<file path="src/rtl/multicycle_adder.sv">
// Sequential add/subtract unit: a WIDTH-bit operation is processed CHUNK bits per clock,
// LSB first, with the inter-chunk carry held in a register behind a start/ready/done handshake.
module multicycle_adder #(
    parameter int WIDTH = 16,
    parameter int CHUNK = 4
) (
    input  logic             clk,
    input  logic             rst,
    input  logic             start,
    output logic             ready,
    input  logic [WIDTH-1:0] a,
    input  logic [WIDTH-1:0] b,
    input  logic             c_in,
    input  logic             sub,
    output logic [WIDTH-1:0] sum,
    output logic             carry,
    output logic             overflow,
    output logic             done
);

    localparam int N     = WIDTH / CHUNK;
    localparam int IDX_W = (N > 1) ? $clog2(N) : 1;

    typedef enum logic [1:0] {
        IDLE     = 2'd0,
        RUN      = 2'd1,
        FINISHED = 2'd2
    } state_t;

    state_t state_reg, state_next;

    logic [WIDTH-1:0] a_reg, b_reg, sum_reg;
    logic             c_reg, carry_reg, overflow_reg;
    logic [IDX_W-1:0] idx_reg;

    logic [CHUNK-1:0] a_chunks [N];
    logic [CHUNK-1:0] b_chunks [N];
    logic [N-1:0]     chunk_sel;
    logic [CHUNK-1:0] a_cur, b_cur;
    logic [CHUNK:0]   chunk_sum;
    logic             last_chunk, accept, overflow_chunk;

    // One-hot chunk decode keeps the per-cycle operand mux and sum write free of variable indexing.
    generate
        for (genvar gi = 0; gi < N; gi++) begin : g_chunk
            assign a_chunks[gi]  = a_reg[gi*CHUNK +: CHUNK];
            assign b_chunks[gi]  = b_reg[gi*CHUNK +: CHUNK];
            assign chunk_sel[gi] = (idx_reg == IDX_W'(gi));
        end
    endgenerate

    always_comb begin
        a_cur = '0;
        b_cur = '0;
        for (int i = 0; i < N; i++) begin
            if (chunk_sel[i]) begin
                a_cur = a_cur | a_chunks[i];
                b_cur = b_cur | b_chunks[i];
            end
        end
    end

    assign chunk_sum  = {1'b0, a_cur} + {1'b0, b_cur} + {{CHUNK{1'b0}}, c_reg};
    assign last_chunk = (idx_reg == IDX_W'(N - 1));
    // Carry into the chunk MSB is recovered as a^b^s at that bit, then compared with carry out.
    assign overflow_chunk = a_cur[CHUNK-1] ^ b_cur[CHUNK-1] ^ chunk_sum[CHUNK-1] ^ chunk_sum[CHUNK];

    always_comb begin
        state_next = state_reg;
        ready      = 1'b0;
        done       = 1'b0;
        case (state_reg)
            IDLE: begin
                ready = 1'b1;
                if (start) state_next = RUN;
            end
            RUN: begin
                if (last_chunk) state_next = FINISHED;
            end
            FINISHED: begin
                ready = 1'b1;
                done  = 1'b1;
                if (start) state_next = RUN;
            end
            default: state_next = IDLE;
        endcase
    end

    assign accept = ready & start;

    always_ff @(posedge clk) begin
        if (rst) begin
            state_reg    <= IDLE;
            a_reg        <= '0;
            b_reg        <= '0;
            sum_reg      <= '0;
            c_reg        <= 1'b0;
            carry_reg    <= 1'b0;
            overflow_reg <= 1'b0;
            idx_reg      <= '0;
        end else begin
            state_reg <= state_next;
            if (accept) begin
                a_reg   <= a;
                b_reg   <= b ^ {WIDTH{sub}};
                c_reg   <= c_in ^ sub;
                idx_reg <= '0;
            end else if (state_reg == RUN) begin
                c_reg <= chunk_sum[CHUNK];
                for (int i = 0; i < N; i++) begin
                    if (chunk_sel[i]) sum_reg[i*CHUNK +: CHUNK] <= chunk_sum[CHUNK-1:0];
                end
                if (last_chunk) begin
                    carry_reg    <= chunk_sum[CHUNK];
                    overflow_reg <= overflow_chunk;
                end else begin
                    idx_reg <= idx_reg + 1'b1;
                end
            end
        end
    end

    assign sum      = sum_reg;
    assign carry    = carry_reg;
    assign overflow = overflow_reg;

endmodule

</file>
<file path="config.mk">
export PLATFORM = sky130hd
export DESIGN_NAME = multicycle_adder
export DESIGN_NICKNAME = d
export VERILOG_FILES = /design/src/rtl/multicycle_adder.sv
export SDC_FILE = /design/constraint.sdc
export NUM_CORES = 1
export LEC_CHECK = 0
export ABC_AREA = 1
export CAP_MARGIN = 20
export CELL_PAD_IN_SITES_DETAIL_PLACEMENT = 1
export CELL_PAD_IN_SITES_GLOBAL_PLACEMENT = 1
export CORE_MARGIN = 3
export CORE_UTILIZATION = 27
export CTS_CLUSTER_DIAMETER = 150
export DETAILED_ROUTE_END_ITERATION = 7
export MAX_ROUTING_LAYER = met4
export PLACE_DENSITY = 0.6
export SETUP_SLACK_MARGIN = 0.15
export SLEW_MARGIN = 10
export SYNTH_ARGS = -nofsm -noshare
export SYNTH_HDL_FRONTEND = slang
export SYNTH_SLANG_ARGS = --single-unit
</file>
<file path="constraint.sdc">
create_clock -name clk -period 3.5 [get_ports clk]
set_input_delay 0.35 -clock clk [delete_from_list [all_inputs] [get_ports clk]]
set_output_delay 0.35 -clock clk [all_outputs]
set_load 0.005 [all_outputs]
</file>
==> results.cfg <==
[cells_and_area]
fin_nets = 425
combined_flip_flop_and_latch_cell_area_um2 = 1100
final_common_cell = clkdlybuf4s50_1
multi_input_comb_area_um2 = 1250
num-fill-cells = 1144
area_growth_pct = 26.5
drive_gt1_frac = 0.0421
layout_common_cells = clkdlybuf4s50_1, dfxtp_1, nand2_1
final_core_util = 0.354
antenna-diode-count = 0
layoutNonFillerInstCount = 509

[drt]
avgRoutedWirePerCell_um = 12.9
drtAntennaViolNets = 0
routed-via-count = 2245
detail_route.iter0.violations = 78
drtPass1Iterations = 4
viasPerCell = 4.41
detailed_route_wire_length_um = 6580
detail_route.drc_violations = 0

[clock_tree]
post_cts_hold_fix_bufs = 0
post-cts-setup-buffers = 0
ctsLongestPathBuffers = 2
tritoncts_buffers = 5
tritoncts = done
path_clk_slew_ns = 0.09
cts.sink_count = 55
clock_insertion_delay_worst_skew_ns = 0.30
postCtsResizedCells = 0
htreeDepth = 2
cts.root.buffer_cell = clkbuf_8

[run_status]
outcome = complete, no violations

[placed_design]
routabilityCongestion = 0.832
hpwlAfterDp_um = 4910
io_buf_count = 56
placedCellCount = 501

[floorplan]
row_count = 35
start_util = 0.280
die_y_um = 104
die_area_um2 = 10800
number_of_top_level_design_ports = 57
die_x_um = 104
floorplan.core_area_um2 = 9280

[logic_synthesis]
syn-num-nets = 379
proportion_of_synthesized_chip_area_in_sequential_cells = 0.424
number_of_flops_mapped_to_enable_cells_by_yosys = 0
netlist_area_um2 = 2590
synthesis.yosys.warnings = 0
yosys.area_share.adder = 0.0492
number_of_instances_in_the_synthesized_netlist = 333
post-synth-top-area-cell = dfxtp_1
postSynthAreaPerCell_um2 = 7.79
synth_top_flop_cell = dfxtp_1
synth_async_sr_flop_share = 0
ys_seq_elements = 55
synth.top_cell.area_share = 0.424
synth.mux.area_fraction = 0
synthSimpleGateAreaFrac = 0.186
netlist_top_cells_area = dfxtp_1, o21ai_0, nand2_1
largest_family_of_logic_cells_by_synthesized_area = simple AND/OR/NAND/NOR gates
xor_and_xnor_area_share_after_synthesis = 0.0608
synth_compound_gate_area_share = 0.184
synth.lib_cells_used.distinct = 26

[timing]
timing.setup.tns_ns = 0
finalMaxSlewViolations = 0
layout_min_cycle_time_ns = 2.48
fin_skew_ns = 0.00295
finalCritPeriodShare = 0.708
timing_worst_slew_pin_value_ns = 0.879
max_freq_ghz = 0.403
final_hold_viol_count = 0
rsz0062_at_grt = false
max_slew_margin = 0.412
setup-violations-final = 0

[worst_hold_path]
holdCritStartpoint = a_reg[1]
hold_depth = 2
hold_path_class = register to register
hold_path_end = a_reg[1]

[power_and_ir_drop]
static_leakage_nw = 1.30
power_per_cell_area_nw_per_um2 = 402
ir_worst_vdd_mv = 0.144

[critical_path]
crit_required_ns = 3.71
timing_worst_setup_path_type = register to register
worst_path_maximum_fanout = 8
timing.rr.end = overflow
worstPathArrival_ns = 2.69
crit_path_start_kind = register
reg2reg_depth = 15
timing.reg2reg.setup_slack_ns = 1.02
end_kind = register
reg2reg_from = idx_reg[0]

[global_routing]
antenna_violations_before_repair = 0
grt_max_degree = 53
vias_in_the_first_global_route = 2321
groute.usage.overall = 0.130
first_pass_grt_wire_length_um = 11400
grt_remaining_overflow = 0

[run]
maxCapViolCount = 0
-- how the worst max path moves through the flow --
stage / depth (start not counted) / to / startpoint
5_1_grt: 15 / overflow / idx_reg[0]
2_1_floorplan: 15 / overflow / idx_reg[0]
6_report: 15 / overflow / idx_reg[0]
3_5_place_dp: 15 / overflow / idx_reg[0]
4_1_cts: 15 / overflow / idx_reg[0]
3_3_place_gp: 15 / overflow / idx_reg[0]
-- power by group --
part           total, mW  internal, mW  switching (mW)
Sequential         0.696         0.670          0.0258
Clock              0.341         0.141           0.200
Combinational      0.283         0.129           0.155
Total               1.32         0.940           0.380
-- Yosys cell counts (all sizes together) (2+ instances only) --
cell and instances:
nor2 47, clkbuf 6, inv 33, buf 12, o21a 5, xnor2 18
fa 2, o22ai 2, ha 7, a221oi 2, nand3 10, dfxtp 55
nand4 4, o21ai 46, nand2 48, a21oi 33
-- metal layers --
metal	up-vias	routed length (um)	GRT usage
met5	-	0	-
met4	0	95	0.0332
met3	8	203	0.0248
met2	40	2950	0.202
met1	1029	3340	0.173
li1	1168	-	-
-- through the flow --
| step | total power, mW | instance area, um^2 | setup WS [ns] | hold WS [ns] |
|---|---|---|---|---|
| finish | 1.32 | 3280 | 1.02 | 0.467 |
| global route | 1.41 | 3280 | 0.741 | 0.503 |
| floorplan | 0.888 | 2590 | 1.28 | 0.419 |
| CTS | 1.34 | 3280 | 0.993 | 0.479 |
| global placement | 0.993 | 3200 | 1.10 | 0.459 |
| detailed placement | 0.998 | 3200 | 1.01 | 0.465 |
-- area by class of cell --
class | instances | share of cell area
flip-flops and latches | 55 | 0.335
well taps | 129 | 0.0492
inverters | 33 | 0.0377
multi-input cells | 227 | 0.380
clock buffers | 7 | 0.0233
repair buffers | 57 | 0.173
clock inverters | 1 | 0.00152
-- logic make-up after synthesis --
logic type                 count (synthesis)
DFF                                       55
AOI/OAI and AO/OA                         90
xor gates and xnor gates                  18
adders and majority gates                  9
and+or+nand+nor                          110
buffers and inverters                     51
-- critical path, cell delays in order (launching register included) --
cell and delay, ns:
dfxtp_1 0.34, inv_1 0.12, ha_1 0.34, nand2_1 0.09, nand2_1 0.07, a221oi_1 0.06, fa_1 0.44, fa_1 0.42
inv_1 0.09, nand2_1 0.06, nand2_1 0.06, nand2_1 0.07, nand2_1 0.07, nand3_1 0.07, nand2_1 0.07, inv_1 0.03
(Power assumes the default switching activity.)
